### src/rtl/decode_pipe_pkg.sv
// Shared MIPS decode definitions: opcode/funct codes, field slices,
// control-field widths and encodings, and the decoded control word.
package decode_pipe_pkg;

    localparam int INST_W      = 32;
    localparam int REG_FIELD_W = 5;

    localparam int W_OPCODE  = 6;
    localparam int W_FUNCT   = 6;
    localparam int W_IMM_EXT = 1;
    localparam int W_IMM     = 16;
    localparam int W_JADDR   = 26;
    localparam int W_PC_SRC  = 2;
    localparam int W_MEM_CMD = 2;
    localparam int W_ALU_SRC = 2;
    localparam int W_REG_SRC = 1;

    localparam logic [W_OPCODE-1:0] OP_RTYPE = 6'h00;
    localparam logic [W_OPCODE-1:0] OP_J     = 6'h02;
    localparam logic [W_OPCODE-1:0] OP_BEQ   = 6'h04;
    localparam logic [W_OPCODE-1:0] OP_ADDI  = 6'h08;
    localparam logic [W_OPCODE-1:0] OP_ADDIU = 6'h09;
    localparam logic [W_OPCODE-1:0] OP_SLTI  = 6'h0A;
    localparam logic [W_OPCODE-1:0] OP_SLTIU = 6'h0B;
    localparam logic [W_OPCODE-1:0] OP_ANDI  = 6'h0C;
    localparam logic [W_OPCODE-1:0] OP_ORI   = 6'h0D;
    localparam logic [W_OPCODE-1:0] OP_LW    = 6'h23;
    localparam logic [W_OPCODE-1:0] OP_SW    = 6'h2B;

    localparam logic [W_FUNCT-1:0] F_SLL   = 6'h00;
    localparam logic [W_FUNCT-1:0] F_SRL   = 6'h02;
    localparam logic [W_FUNCT-1:0] F_BREAK = 6'h0D;
    localparam logic [W_FUNCT-1:0] F_ADD   = 6'h20;
    localparam logic [W_FUNCT-1:0] F_ADDU  = 6'h21;
    localparam logic [W_FUNCT-1:0] F_SUB   = 6'h22;
    localparam logic [W_FUNCT-1:0] F_SUBU  = 6'h23;
    localparam logic [W_FUNCT-1:0] F_AND   = 6'h24;
    localparam logic [W_FUNCT-1:0] F_OR    = 6'h25;
    localparam logic [W_FUNCT-1:0] F_NOR   = 6'h27;
    localparam logic [W_FUNCT-1:0] F_SLT   = 6'h2A;
    localparam logic [W_FUNCT-1:0] F_SLTU  = 6'h2B;

    typedef enum logic [W_PC_SRC-1:0] {
        PC_SRC_NEXT = 2'd0,
        PC_SRC_BRCH = 2'd1,
        PC_SRC_JUMP = 2'd2
    } pc_src_e;

    typedef enum logic [W_MEM_CMD-1:0] {
        MEM_NOP   = 2'd0,
        MEM_READ  = 2'd1,
        MEM_WRITE = 2'd2
    } mem_cmd_e;

    typedef enum logic [W_ALU_SRC-1:0] {
        ALU_SRC_REG = 2'd0,
        ALU_SRC_IMM = 2'd1,
        ALU_SRC_SHA = 2'd2
    } alu_src_e;

    typedef enum logic [W_REG_SRC-1:0] {
        REG_SRC_ALU = 1'b0,
        REG_SRC_MEM = 1'b1
    } reg_src_e;

    typedef struct packed {
        logic [REG_FIELD_W-1:0] wa;
        logic [REG_FIELD_W-1:0] ra1;
        logic [REG_FIELD_W-1:0] ra2;
        logic                   reg_wen;
        logic [W_IMM_EXT-1:0]   imm_ext;
        logic [W_IMM-1:0]       imm;
        logic [W_JADDR-1:0]     addr;
        logic [W_FUNCT-1:0]     alu_op;
        pc_src_e                pc_src;
        mem_cmd_e               mem_cmd;
        alu_src_e               alu_src;
        reg_src_e               reg_src;
        logic                   illegal;
    } ctrl_t;

    function automatic logic [W_OPCODE-1:0] op_of(input logic [INST_W-1:0] inst);
        return inst[31:26];
    endfunction

    function automatic logic [W_FUNCT-1:0] funct_of(input logic [INST_W-1:0] inst);
        return inst[5:0];
    endfunction

    function automatic logic [REG_FIELD_W-1:0] rs_of(input logic [INST_W-1:0] inst);
        return inst[25:21];
    endfunction

    function automatic logic [REG_FIELD_W-1:0] rt_of(input logic [INST_W-1:0] inst);
        return inst[20:16];
    endfunction

    function automatic logic [REG_FIELD_W-1:0] rd_of(input logic [INST_W-1:0] inst);
        return inst[15:11];
    endfunction

endpackage

### src/rtl/decode_pipe_lut.sv
// Purely combinational MIPS instruction decoder: instruction word in,
// control word (including the illegal flag) out.
module decode_lut
    import decode_pipe_pkg::*;
(
    input  logic [INST_W-1:0] inst_i,
    output ctrl_t             ctrl_o
);

    logic [W_OPCODE-1:0] op;
    logic [W_FUNCT-1:0]  funct;

    assign op    = op_of(inst_i);
    assign funct = funct_of(inst_i);

    always_comb begin
        // NOTE: the whole word is defaulted before the case so no path can infer a latch.
        ctrl_o      = '0;
        ctrl_o.imm  = inst_i[15:0];
        ctrl_o.addr = inst_i[25:0];

        case (op)
            OP_RTYPE: begin
                case (funct)
                    F_ADD, F_ADDU, F_SUB, F_SUBU, F_AND, F_OR, F_NOR, F_SLT, F_SLTU: begin
                        ctrl_o.wa      = rd_of(inst_i);
                        ctrl_o.ra1     = rs_of(inst_i);
                        ctrl_o.ra2     = rt_of(inst_i);
                        ctrl_o.reg_wen = 1'b1;
                        ctrl_o.alu_op  = funct;
                        ctrl_o.alu_src = ALU_SRC_REG;
                    end
                    F_SLL, F_SRL: begin
                        ctrl_o.wa      = rd_of(inst_i);
                        ctrl_o.ra1     = rt_of(inst_i);
                        ctrl_o.reg_wen = 1'b1;
                        ctrl_o.alu_op  = funct;
                        ctrl_o.alu_src = ALU_SRC_SHA;
                    end
                    F_BREAK: ;
                    default: ctrl_o.illegal = 1'b1;
                endcase
            end
            OP_ADDI, OP_ADDIU, OP_SLTI, OP_SLTIU, OP_ANDI, OP_ORI: begin
                ctrl_o.wa      = rt_of(inst_i);
                ctrl_o.ra1     = rs_of(inst_i);
                ctrl_o.reg_wen = 1'b1;
                ctrl_o.alu_src = ALU_SRC_IMM;
                ctrl_o.imm_ext = (op == OP_ANDI || op == OP_ORI) ? 1'b0 : 1'b1;
                case (op)
                    OP_ADDI:  ctrl_o.alu_op = F_ADD;
                    OP_ADDIU: ctrl_o.alu_op = F_ADDU;
                    OP_SLTI:  ctrl_o.alu_op = F_SLT;
                    OP_SLTIU: ctrl_o.alu_op = F_SLTU;
                    OP_ANDI:  ctrl_o.alu_op = F_AND;
                    default:  ctrl_o.alu_op = F_OR;
                endcase
            end
            OP_LW: begin
                ctrl_o.wa      = rt_of(inst_i);
                ctrl_o.ra1     = rs_of(inst_i);
                ctrl_o.reg_wen = 1'b1;
                ctrl_o.imm_ext = 1'b1;
                ctrl_o.alu_op  = F_ADD;
                ctrl_o.alu_src = ALU_SRC_IMM;
                ctrl_o.reg_src = REG_SRC_MEM;
                ctrl_o.mem_cmd = MEM_READ;
            end
            OP_SW: begin
                ctrl_o.ra1     = rs_of(inst_i);
                ctrl_o.ra2     = rt_of(inst_i);
                ctrl_o.imm_ext = 1'b1;
                ctrl_o.alu_op  = F_ADD;
                ctrl_o.alu_src = ALU_SRC_IMM;
                ctrl_o.mem_cmd = MEM_WRITE;
            end
            OP_BEQ: begin
                ctrl_o.ra1     = rs_of(inst_i);
                ctrl_o.ra2     = rt_of(inst_i);
                ctrl_o.imm_ext = 1'b1;
                ctrl_o.alu_op  = F_SUB;
                ctrl_o.alu_src = ALU_SRC_REG;
                ctrl_o.pc_src  = PC_SRC_BRCH;
            end
            OP_J: ctrl_o.pc_src = PC_SRC_JUMP;
            default: ctrl_o.illegal = 1'b1;
        endcase

        // r0 is hardwired, so a write to it is no write at all
        if (ctrl_o.wa == '0) ctrl_o.reg_wen = 1'b0;
    end

endmodule

### src/rtl/decode_pipe.sv
// Registered, valid/ready MIPS decode stage with a RAW/WAW scoreboard.
// Optional `WB_BYPASS_EN: a same-cycle writeback unblocks its register immediately.
module decode_pipe
    import decode_pipe_pkg::*;
#(
    parameter int W_CPU    = 32,
    parameter int W_REG    = 5,
    parameter int SB_DEPTH = 4
) (
    input  logic                          clk,
    input  logic                          rst,
    input  logic                          in_valid,
    output logic                          in_ready,
    input  logic [W_CPU-1:0]              inst,
    input  logic                          flush,
    input  logic                          wb_valid,
    input  logic [W_REG-1:0]              wb_addr,
    output logic                          out_valid,
    input  logic                          out_ready,
    output logic [W_REG-1:0]              wa,
    output logic [W_REG-1:0]              ra1,
    output logic [W_REG-1:0]              ra2,
    output logic                          reg_wen,
    output logic [W_IMM_EXT-1:0]          imm_ext,
    output logic [W_IMM-1:0]              imm,
    output logic [W_JADDR-1:0]            addr,
    output logic [W_FUNCT-1:0]            alu_op,
    output logic [W_PC_SRC-1:0]           pc_src,
    output logic [W_MEM_CMD-1:0]          mem_cmd,
    output logic [W_ALU_SRC-1:0]          alu_src,
    output logic [W_REG_SRC-1:0]          reg_src,
    output logic                          illegal,
    output logic [$clog2(SB_DEPTH+1)-1:0] pend_cnt
);

    localparam int NUM_REGS = 2 ** W_REG;
    localparam int W_CNT    = $clog2(SB_DEPTH + 1);

    ctrl_t              dec;
    ctrl_t              out_q, out_d;
    logic               out_valid_q, out_valid_d;
    logic [NUM_REGS-1:0] pending_q, pending_d;
    logic [W_CNT-1:0]   cnt_q, cnt_d;

    logic [NUM_REGS-1:0] held_mask, wb_mask, set_mask, clr_mask, busy;
    logic               held_wen, full, hazard, accept, issue;
    logic [W_CNT:0]     in_flight;

    decode_lut u_lut (
        .inst_i (inst),
        .ctrl_o (dec)
    );

    assign held_wen = out_valid_q & out_q.reg_wen;
    assign issue    = out_valid_q & out_ready & ~flush;

    always_comb begin
        held_mask = '0;
        wb_mask   = '0;
        set_mask  = '0;
        if (held_wen) held_mask[out_q.wa] = 1'b1;
        if (wb_valid) wb_mask[wb_addr] = 1'b1;
        if (issue && out_q.reg_wen) set_mask[out_q.wa] = 1'b1;
        clr_mask = wb_mask & pending_q;
    end

    // The held word counts against capacity: it enters the scoreboard on issue.
    assign in_flight = {1'b0, cnt_q} + {{W_CNT{1'b0}}, held_wen};
    assign full      = in_flight >= (W_CNT + 1)'(SB_DEPTH);

`ifdef WB_BYPASS_EN
    assign busy = ((pending_q & ~wb_mask) | held_mask) & ~NUM_REGS'(1);
`else
    assign busy = (pending_q | held_mask) & ~NUM_REGS'(1);
`endif

    assign hazard = busy[dec.ra1] | busy[dec.ra2]
                  | (dec.reg_wen & (busy[dec.wa] | full));

    assign in_ready = ~rst & (~out_valid_q | out_ready) & ~hazard & ~flush;
    assign accept   = in_valid & in_ready;

    always_comb begin
        out_d       = out_q;
        out_valid_d = out_valid_q;
        if (accept) out_d = dec;
        if (flush)       out_valid_d = 1'b0;
        else if (accept) out_valid_d = 1'b1;
        else if (issue)  out_valid_d = 1'b0;

        pending_d = (pending_q | set_mask) & ~clr_mask;
        case ({|set_mask, |clr_mask})
            2'b10:   cnt_d = cnt_q + W_CNT'(1);
            2'b01:   cnt_d = cnt_q - W_CNT'(1);
            default: cnt_d = cnt_q;
        endcase
    end

    always_ff @(posedge clk or posedge rst) begin
        // NOTE: the pending bits are ordinary flops, not a RAM, so they are reset with the rest.
        if (rst) begin
            out_q       <= '0;
            out_valid_q <= 1'b0;
            pending_q   <= '0;
            cnt_q       <= '0;
        end else begin
            // NOTE: non-blocking assignments so every flop samples pre-edge values.
            out_q       <= out_d;
            out_valid_q <= out_valid_d;
            pending_q   <= pending_d;
            cnt_q       <= cnt_d;
        end
    end

    assign out_valid = out_valid_q;
    assign wa        = W_REG'(out_q.wa);
    assign ra1       = W_REG'(out_q.ra1);
    assign ra2       = W_REG'(out_q.ra2);
    assign reg_wen   = out_q.reg_wen;
    assign imm_ext   = out_q.imm_ext;
    assign imm       = out_q.imm;
    assign addr      = out_q.addr;
    assign alu_op    = out_q.alu_op;
    assign pc_src    = out_q.pc_src;
    assign mem_cmd   = out_q.mem_cmd;
    assign alu_src   = out_q.alu_src;
    assign reg_src   = out_q.reg_src;
    assign illegal   = out_q.illegal;
    assign pend_cnt  = cnt_q;

endmodule

### config.mk
export PLATFORM = sky130hd
export DESIGN_NAME = decode_pipe
export DESIGN_NICKNAME = d
export VERILOG_FILES = /design/src/rtl/decode_pipe_pkg.sv /design/src/rtl/decode_pipe_lut.sv /design/src/rtl/decode_pipe.sv
export SDC_FILE = /design/constraint.sdc
export NUM_CORES = 1
export LEC_CHECK = 0
export BUFFER_PORTS_ARGS = -buffer_cell sky130_fd_sc_hd__buf_2
export CORE_ASPECT_RATIO = 0.7
export CORE_MARGIN = 2
export CORE_UTILIZATION = 49
export DETAILED_ROUTE_END_ITERATION = 8
export GPL_ROUTABILITY_DRIVEN = 0
export PLACE_DENSITY = 0.78
export SYNTH_ARGS = -nofsm -noshare
export SYNTH_HDL_FRONTEND = slang
export SYNTH_SLANG_ARGS = --single-unit
export TNS_END_PERCENT = 100
### constraint.sdc
create_clock -name clk -period 4.66 [get_ports clk]
set_input_delay 0.466 -clock clk [delete_from_list [all_inputs] [get_ports clk]]
set_output_delay 0.466 -clock clk [all_outputs]
set_load 0.02 [all_outputs]
## Yosys cells after proc, flatten, opt, wreduce, memory -nomap -nowiden

Cells that the tools add are included.

- Register bits: 109
- Bits in latches: 0
- Memory bits (writable): 0
- ROM bits: 0
- Input port bits: 43
- Output and inout port bits: 78
- Word-level logic and storage cells: 131
- Memories: 0

- $add $sub $neg: 3
- Multiply operators: 0
- Divide/modulo/power cells: 0
- Order comparisons: 8
- Eq/ne operators: 23
- Shift operators: 0
- Mux-type cells: 37
- Bitwise gates (word level): 21
- Reductions and logical operators: 23

Operator list:

| kind | number |
|---|---|
| 2-to-1 mux 32 bit | 3 |
| == test 6 bit (second input constant) | 11 |
| bitwise AND 32 bit | 2 |
| bitwise OR 32 bit | 2 |
| OR reduction 32 bit | 2 |
| == test 6 x 4 -> 1 bit (second input constant) | 7 |
| inverter 32 bit | 1 |
| less-than comparator 5 x 6 -> 1 bit (second input constant) | 5 |
| case mux 5 bit (2 select lines) | 3 |
| case mux 6 bit (4 select lines) | 1 |
| case mux 10 bit (2 select lines) | 1 |
| case mux 4 bit (5 select lines) | 1 |
| OR reduction 9 bit | 2 |
| binary-select mux 1 bit (select 5 bit) | 3 |
| 2-to-1 mux 1 bit | 13 |
| == test 6 x 2 -> 1 bit (second input constant) | 2 |
| logical NOT 6 bit | 2 |
| case mux 2 bit (2 select lines) | 3 |
| OR reduction 12 bit | 1 |
| OR reduction 11 bit | 1 |
| demux 1 bit (select 5 bit) | 2 |
| >= comparator 5 x 1 -> 1 bit (second input constant) | 2 |
| OR reduction 10 bit | 1 |
| bitwise AND 1 bit | 8 |
| 24 further kinds | 36 |

## Logic depth before layout (Yosys ltp)

Gate-level depths: netlist of run 1.

- Depth in word-level cells: 17
- Depth in mapped cells: 17
- Depth with buffers taken out: 12

## By module

From an unflattened synthesis of run 1, not the netlist that was laid out.

- Cell total of the unflattened synthesis: 676
- Area total of the unflattened synthesis: 7160.6 µm²

Modules (own cells, without submodules):

| module | instances | cells each | area an instance (µm²) | seq. area each (µm²) |
|---|---|---|---|---|
| decode_pipe | 1 | 534 | 6207.2 | 2727.6 |
| decode_lut | 1 | 142 | 953.4 | 0.0 |

## Least setup slack after synthesis of run 1

No wires, ideal clock.

- Path type: input -> register
- Start: input port inst[31]
- End: register out_q (netlist bit alu_op[0])
- Data arrival time: 3.932 ns
- Data required time: 4.533 ns
- Slack: 0.601 ns
- Stages: 15
- Buffers on the path: 4
- Path through: buf_2 -> or4_4 -> or3_4 -> or3_4 -> nand2_2 -> or2_1 -> buf_2 -> a22o_2 -> mux2i_1 -> a22oi_1 -> a2111o_1 -> nor3_4 -> buf_6 -> buf_6 -> mux2_1

- Cells in the longest elaborated chain, start to end: 12
- Elaborated cells on any way between the ends: 37
- Those cells by class: 9 x eq/ne; 13 x mux; 8 x bitwise; 7 x reduce/logical

Ends and longest elaborated chain:

| what | RTL line | source |
|---|---|---|
| start, declared | decode_pipe.sv:14 | `input logic [W_CPU-1:0] inst,` |
| == test 6 x 4 -> 1 bit, or another cell as far along | decode_pipe_lut.sv:22, decode_pipe_lut.sv:50 |  |
| OR reduction 7 bit (no line) | n/a |  |
| case mux 5 bit (2 select lines) | decode_pipe_lut.sv:22 | `case (op)` |
| binary-select mux 1 bit (select 5 bit) | decode_pipe.sv:78 | `\| (dec.reg_wen & (busy[dec.wa] \| full));` |
| 2-to-1 mux 1 bit (implied by the code) | decode_pipe.sv:78 |  |
| bitwise OR 1 bit | decode_pipe.sv:78 |  |
| bitwise AND 1 bit | decode_pipe.sv:78 |  |
| bitwise OR 1 bit | decode_pipe.sv:78 |  |
| inverter 1 bit | decode_pipe.sv:80 | `assign in_ready = ~rst & (~out_valid_q \| out_ready) & ~hazard & ~flush;` |
| bitwise AND 1 bit (2 in a row) | decode_pipe.sv:80 |  |
| bitwise AND 1 bit | decode_pipe.sv:81 | `assign accept = in_valid & in_ready;` |
| end signal, assigned | decode_pipe.sv:108 | `out_q <= out_d;` |
| end, declared | decode_pipe.sv:40 | `ctrl_t out_q, out_d;` |

Parallel ways exist; a longest one is shown, timed or not. The select of a mux whose other input is x is not followed.
A chain may end at the register's enable or synchronous reset.

## Worst setup path in the final report of run 1

- Start: input port inst[29]
- End: output port in_ready

- Cells in the longest elaborated chain, start to end: 11
- Elaborated cells on any way between the ends: 32
- Those cells by class: 9 x eq/ne; 11 x mux; 7 x bitwise; 5 x reduce/logical

Ends and longest elaborated chain:

| what | RTL line | source |
|---|---|---|
| == test 6 x 4 -> 1 bit / == test 6 bit (equally long branches) | decode_pipe_lut.sv:22 |  |
| OR reduction 7 bit (no line) | n/a |  |
| case mux 5 bit (2 select lines) | decode_pipe_lut.sv:22 |  |
| binary-select mux 1 bit (select 5 bit) | decode_pipe.sv:78 |  |
| 2-to-1 mux 1 bit (implied by the code) | decode_pipe.sv:78 |  |
| bitwise OR 1 bit | decode_pipe.sv:78 |  |
| bitwise AND 1 bit | decode_pipe.sv:78 |  |
| bitwise OR 1 bit (*) | decode_pipe.sv:78 |  |
| inverter 1 bit (*) | decode_pipe.sv:80 |  |
| bitwise AND 1 bit (*) (2 in a row) | decode_pipe.sv:80 |  |
| end, declared | decode_pipe.sv:13 | `output logic in_ready,` |

Mark *: on every way between the ends. The rest lies on a longest branch, timed or not. The select of a mux whose other input is x is not followed.

==> results.sh, run 1 <==
export IMPL_met2RoutedLength_um=7210
export IMPL_syn_nets=664
export IMPL_post_cts_hold_buffer_count=0
export IMPL_worstHoldPathType="input port to async pin"
export IMPL_final_min_clock_period_ns=4.41
export IMPL_cts_tree="done"
export IMPL_netlist_area_before_placement_um2=5860
export IMPL_route_layer_met1_wl_um=7580
export IMPL_utilization_pct=58.1
export IMPL_critPathMaxFanout=17
export IMPL_critical_path_cell_chain="buf_2 > or4_4 > nor4_1 > and2_1 > a22o_1 > mux2_2 > nand2_1 > o21ai_0 > a211oi_1 > a2111o_1 > nor2_1 > buf_2"
export IMPL_ant_nets=0
export IMPL_dpl_cell_area_um2=6500
export IMPL_total_power_mw=2.29
export IMPL_io_buffers=120
export IMPL_max_cap_viol_count=0
export IMPL_clock_latency_ns=0.35
export IMPL_finish_net_count=760
export IMPL_tightest_slew_ns=1.17
export IMPL_top_layer="met4"
export IMPL_drt_total_wl_um=17500
export IMPL_report_final_setup_viol=0
export IMPL_leakagePower_nw=3.08
export IMPL_design_core_area_um2=11700
export IMPL_postCtsSetupRepairBufs=0
export IMPL_layout_cells_non_filler=877
export IMPL_final_fill_count=1001
export IMPL_clockRootBuffer="clkbuf_16"
export IMPL_worstPathRequired_ns=4.19
export IMPL_antenna_found_initial=0
export IMPL_fin_area_um2=6790
export IMPL_synth_edff_count=0
export IMPL_synth_distinct_cells=73
export IMPL_timing_hold_violations_final=0
export IMPL_rsz0062_at_grt="false"
export IMPL_seq_area_um2=2330
export IMPL_critical_path_cell_count=12
export IMPL_drt_pre_antenna_iters=6
export IMPL_setup_tns_ns=0
export IMPL_cts_path_max_buffers=2
export IMPL_pin_count_of_the_biggest_net_entering_global_routing=53
export IMPL_num_antenna_cells=0
export IMPL_worst_clock_skew_ns=0.00649
export IMPL_synth_yosys_warnings=0
export IMPL_max_stage_delay_ns=0.64
export IMPL_worstPathBufferInverterCount=2
export IMPL_drc=0
export IMPL_worst_setup_end_kind="output port"
export IMPL_area_growth_synth_to_final_pct=15.9
export IMPL_arrival_time_at_the_worst_endpoint_ns=3.95
export IMPL_routedWlPerCell_um=20.0
export IMPL_critPathSlowestCell="a22o_1"
export IMPL_cts_max_level=3
export IMPL_length_in_cells_of_the_worst_reg_to_reg_path=10
export IMPL_grt_first_pass_wirelength_um=26800
export IMPL_clock_sinks=93
export IMPL_numCtsBuffers=9
export IMPL_worst_setup_path_type="input port to output port"
export IMPL_rows=33
export IMPL_wl_met3_um=2460
export IMPL_postSynthRegisterBits=93
export IMPL_critical_path_top_delay_family="compound AO/OA/AOI/OAI gates"
export IMPL_pwr_density_cell_nw_per_um2=337
export IMPL_detailroute_via_count=5601
export IMPL_globalRouteOverflowTotal=0
export IMPL_footprint_of_the_multi_input_gates_um2=3130
export IMPL_status="finished, final reports clean"
export IMPL_r2r_end="mem_cmd[0]"
export IMPL_chipHeight_um=95.5
export IMPL_clock_transition_at_the_registers_of_the_reported_paths_ns=0.07
export IMPL_dieArea_um2=12900
export IMPL_timing_critical_path_mode_cell="buf_2"
export IMPL_layout_worst_path_cycle_share_pct=94.7
export IMPL_ir_worst_vdd_uv=181
export IMPL_postSynth_topFlopCell="dfrtp_1"
export IMPL_relSlewSlack_pct=21.5
export IMPL_via_count_of_the_first_global_routing_pass=5077
export IMPL_post_cts_resize_count=0
export IMPL_post_synth_cell_area_avg_um2=9.46
export IMPL_r2r_setup_slack_ns=0.92
export IMPL_timing_final_max_slew_violations=0
export IMPL_start_util_pct=50.1
export IMPL_drive_gt1_share_pct=29.2
export IMPL_place_detailed_instances=861
export IMPL_io_pins=121
export IMPL_syn_instance_count=619
export IMPL_synth_seq_area_share_pct=39.7
export IMPL_die_width_um=135
export IMPL_cp_start_kind="input port"
export IMPL_first_iter_violations=751
export IMPL_global_route_usage_total_pct=27.1
export IMPL_route_detailed_vias_per_inst=6.39
export IMPL_dp_final_hpwl_um=13100
export IMPL_rr_startpoint="wa[3]"
export IMPL_synth_async_sr_flop_share_pct=100
export IMPL_achievable_frequency_ghz=0.227
-- layout by cell type (no fill, tap or decap), types with 3 or more instances in the layout --
master / instances
and3b_1: 3
and3_1: 5
nor2_1: 27
and2_0: 4
nand4b_1: 4
inv_1: 21
a31oi_1: 39
nand3_1: 15
a22o_1: 16
nand2_1: 49
a21o_1: 4
mux2_2: 40
mux2_1: 9
nor4_1: 3
a21oi_1: 67
dfrtp_1: 93
and2_1: 6
buf_4: 19
mux2i_1: 29
a221oi_1: 3
buf_2: 120
a211oi_1: 5
a22oi_1: 13
nor3b_1: 9
o21ai_0: 22
nor2b_1: 5
clkbuf_16: 9
a32oi_1: 4
nor3_1: 13
-- power by group --
| group | internal, mW | total (mW) | switching (mW) | leakage [nW] |
|---|---|---|---|---|
| Sequential | 0.902 | 0.975 | 0.0727 | 1.22 |
| Combinational | 0.223 | 0.604 | 0.381 | 1.72 |
| Clock | 0.379 | 0.708 | 0.329 | 0.135 |
| Total | 1.50 | 2.29 | 0.783 | 3.08 |
-- worst register-to-register path: cells and delay by family, from the launching register on --
| kind | cells | cell delay [ns] |
|---|---|---|
| AO/OA/AOI/OAI | 4 | 1.02 |
| multiplexers | 2 | 0.73 |
| AND/OR/NAND/NOR | 3 | 1.12 |
| flip-flops | 1 | 0.56 |
| buffers and inverters | 1 | 0.20 |
-- Yosys cell counts, types with 3 or more instances --
master	count	area, um^2
and2_0	4	25.0
and3b_1	3	26.3
nor3b_1	9	67.6
mux2i_1	29	290
nor2_1	27	101
mux2_2	40	450
and3_1	5	31.3
a31oi_1	39	244
and2_1	6	37.5
a22oi_1	13	97.6
buf_6	4	45.0
a22o_1	16	140
nand2_1	49	184
buf_2	7	35.0
nand4b_1	4	35.0
inv_1	22	82.6
o21ai_0	22	110
buf_4	19	143
a21oi_1	67	335
nor2b_1	5	31.3
nor4_1	3	18.8
a32oi_1	4	35.0
nor3_1	13	65.1
a211oi_1	5	37.5
a221oi_1	3	26.3
clkbuf_1	24	90.1
nand3_1	15	75.1
mux2_1	9	101
dfrtp_1	93	2330
a21o_1	4	30.0
-- stage by stage --
step / hold WS, ns / worst slack (ns)
floorplan: 0.452 / 0.601
global placement: 0.464 / 0.310
detailed placement: 0.475 / 0.165
CTS: 0.232 / 0.373
global route: 0.276 / 0.0579
finish: 0.211 / 0.246
-- layer usage --
| metal | GRT usage [%] | up-vias |
|---|---|---|
| li1 | - | 2499 |
| met1 | 38.5 | 2660 |
| met2 | 37.9 | 399 |
| met3 | 10.4 | 43 |
| met4 | 8.07 | 0 |
| met5 | 0 | - |
-- registers in the layout, summed over array words and instances, names as in the netlist, 2 cells and up --
name,flops
alu_src,2
wa,5
ra2,5
pend_cnt,3
ra1,5
pending_q,32
pc_src,2
addr,11
mem_cmd,2
imm,15
alu_op,6
-- area by class of cell --
cell class              count  share of cell area, %
multi-input cells         448                   46.1
flip-flops and latches     93                   34.3
repair buffers            140                   11.2
clock buffers              10                   3.52
well taps                 157                   2.89
inverters                  23                   1.29
clock inverters             6                  0.682
-- worst max-delay path by stage --
stage | to | slack, ns | start
6_report | in_ready | 0.25 | inst[29]
3_3_place_gp | imm[7] | 0.31 | inst[29]
2_1_floorplan | alu_op[0] | 0.60 | inst[31]
3_5_place_dp | imm[5] | 0.17 | inst[29]
4_1_cts | in_ready | 0.37 | inst[29]
5_1_grt | in_ready | 0.06 | inst[29]
-- kinds of logic (layout without fill, tap and decap cells) --
group / after synthesis / in the layout / synth area share (%)
compound gates: 202 / 202 / 22.5
xor+xnor: 3 / 3 / 0.449
fa+ha+maj: 2 / 2 / 0.555
buf+inv: 78 / 179 / 6.88
flops: 93 / 93 / 39.7
mux: 80 / 80 / 15.1
simple gates: 161 / 161 / 14.8
Note: power is estimated with default switching activity, not from simulation.
==> inputs of run 2 (changes only) <==
==> constraint.sdc (replaced) <==
create_clock -name clk -period 4.9 [get_ports clk]
set_input_delay 0.49 -clock clk [delete_from_list [all_inputs] [get_ports clk]]
set_output_delay 0.49 -clock clk [all_outputs]
set_load 0.02 [all_outputs]
==> run 2 against run 1 <==
Net effect: via count increased by 1.1%; register-to-register slack improved by 0.03 ns; die area stayed put; wire length is 1.1% higher; worst setup slack gained 0.076 ns; non-clock buffer count down 5; critical path depth is 1 higher; sequential cell count did not move; global-route usage up 0.68 points; combinational power decreased by 5.1%; sequential share of layout area fell by 0.25 points; critical endpoint unchanged; largest power group unchanged.
==> results.sh, run 2 (same netlist as run 1, synthesis figures left out) <==
export IMPL_routedWlPerCell_um=20.3
export IMPL_worstHoldPathType="input port to async pin"
export IMPL_start_util_pct=50.1
export IMPL_critPathMaxFanout=13
export IMPL_antenna_found_initial=0
export IMPL_status="finished, final reports clean"
export IMPL_clock_sinks=93
export IMPL_ir_worst_vdd_uv=224
export IMPL_place_detailed_instances=856
export IMPL_largest_register_ffs=32
export IMPL_arrival_time_at_the_worst_endpoint_ns=4.09
export IMPL_cp_start_kind="input port"
export IMPL_cts_max_level=3
export IMPL_layout_cells_non_filler=872
export IMPL_cts_path_max_buffers=2
export IMPL_finish_net_count=755
export IMPL_dp_final_hpwl_um=13000
export IMPL_die_width_um=135
export IMPL_most_frequent_standard_cell_in_the_layout_excluding_fill_and_tap_cells="buf_2"
export IMPL_detailroute_via_count=5662
export IMPL_drive_gt1_share_pct=28.8
export IMPL_worst_setup_end_kind="output port"
export IMPL_final_min_clock_period_ns=4.58
export IMPL_max_cap_viol_count=0
export IMPL_worst_clock_skew_ns=0.00984
export IMPL_numCtsBuffers=9
export IMPL_drt_total_wl_um=17700
export IMPL_first_iter_violations=760
export IMPL_global_route_usage_total_pct=27.8
export IMPL_rows=33
export IMPL_clock_transition_at_the_registers_of_the_reported_paths_ns=0.07
export IMPL_clock_latency_ns=0.35
export IMPL_critical_path_cell_chain="buf_2 > or4_4 > nor4_1 > and2_1 > a22o_1 > buf_4 > nor2_1 > nand4_1 > nand3_1 > a211oi_1 > a2111o_1 > nor2_1 > buf_2"
export IMPL_dieArea_um2=12900
export IMPL_final_fill_count=988
export IMPL_finalWorstSetupSlack_ns=0.322
export IMPL_io_buffers=120
export IMPL_postCtsSetupRepairBufs=0
export IMPL_report_final_setup_viol=0
export IMPL_drc=0
export IMPL_timing_hold_violations_final=0
export IMPL_clockRootBuffer="clkbuf_16"
export IMPL_achievable_frequency_ghz=0.218
export IMPL_worstPathRequired_ns=4.41
export IMPL_via_count_of_the_first_global_routing_pass=5196
export IMPL_grt_first_pass_wirelength_um=27700
export IMPL_max_stage_delay_ns=0.56
export IMPL_io_pins=121
export IMPL_rsz0062_at_grt="false"
export IMPL_ant_nets=0
export IMPL_total_power_mw=2.36
export IMPL_post_cts_resize_count=0
export IMPL_pwr_density_cell_nw_per_um2=346
export IMPL_layout_worst_path_cycle_share_pct=93.4
export IMPL_design_core_area_um2=11700
export IMPL_timing_final_max_slew_violations=0
export IMPL_worst_case_setup_slack_after_placement_ns=0.353
export IMPL_tightest_slew_ns=1.16
export IMPL_area_growth_synth_to_final_pct=16.7
export IMPL_globalRouteOverflowTotal=0
export IMPL_worst_setup_path_type="input port to output port"
export IMPL_regMostFlops="pending_q"
export IMPL_critPathSlowestCell="or4_4"
export IMPL_leakagePower_nw=3.10
export IMPL_final_cell_mix="buf_2, dfrtp_1, a21oi_1"
export IMPL_drt_pre_antenna_iters=6
export IMPL_relSlewSlack_pct=22.7
export IMPL_chipHeight_um=95.5
export IMPL_cts_tree="done"
export IMPL_num_antenna_cells=0
export IMPL_route_detailed_vias_per_inst=6.49
export IMPL_setup_tns_ns=0
export IMPL_post_cts_hold_buffer_count=0
export IMPL_pin_count_of_the_biggest_net_entering_global_routing=54
==> run 2: cell types whose count changed in the layout (fill, tap and decap cells not counted), sizes merged <==
cell / delta
clkbuf: -1
bufinv: +4
buf: -5
clkinvlp: -2
clkinv: -2
inv: +1
==> run 2: power by group <==
group          switching (mW)  internal, mW  leakage, nW
Sequential             0.0710         0.858         1.22
Clock                   0.309         0.553        0.180
Combinational           0.363         0.209         1.69
==> run 2: cell type report <==
| class | count | area (um^2) | area share, % |
|---|---|---|---|
| multi-input combinational | 448 | 3130 | 45.8 |
| sequential | 93 | 2330 | 34.0 |
| timing repair buffer | 135 | 726 | 10.6 |
| clock buffer | 9 | 225 | 3.29 |
| tap | 157 | 196 | 2.87 |
| clock inverter | 7 | 143 | 2.09 |
| inverter | 23 | 87.6 | 1.28 |
==> run 2: through the flow <==
| stage | hold WS (ns) | cell area (um^2) | util [%] |
|---|---|---|---|
| 6_report | 0.250 | 6840 | 58.5 |
| 4_1_cts | 0.270 | 6840 | 58.5 |
| 5_1_grt | 0.308 | 6840 | 58.5 |
| 3_3_place_gp | 0.464 | 6470 | 55.4 |
| 3_5_place_dp | 0.475 | 6470 | 55.4 |
| 2_1_floorplan | 0.452 | 5860 | - |
==> run 2: per-layer routing <==
layer,wire length [um],GRT usage (%),vias up
li1,-,-,2492
met1,7520,39.9,2677
met2,7480,39.1,448
met3,2390,9.41,45
met4,350,8.86,0
met5,0,0,-
==> run 2: worst max-delay path, delay by kind of cell <==
| kind | cells | cell delay (ns) |
|---|---|---|
| buffers and inverters | 3 | 0.57 |
| AND/OR/NAND/NOR | 7 | 1.82 |
| AO/OA/AOI/OAI | 3 | 1.22 |
==> run 2: worst paths after layout <==
kind                            startpoint  depth (start not counted)  slack [ns]   endpoint
worst max-delay path              inst[29]                         13        0.32   in_ready
worst min-delay path                   rst                          2        0.25     ra2[0]
worst max register to register       wa[2]                         11        0.95  pc_src[0]
worst min register to register     illegal                          1        0.49    illegal
max in group asynchronous              rst                          3        3.53   addr[16]
min in group clk                   inst[9]                          2        0.37     imm[9]
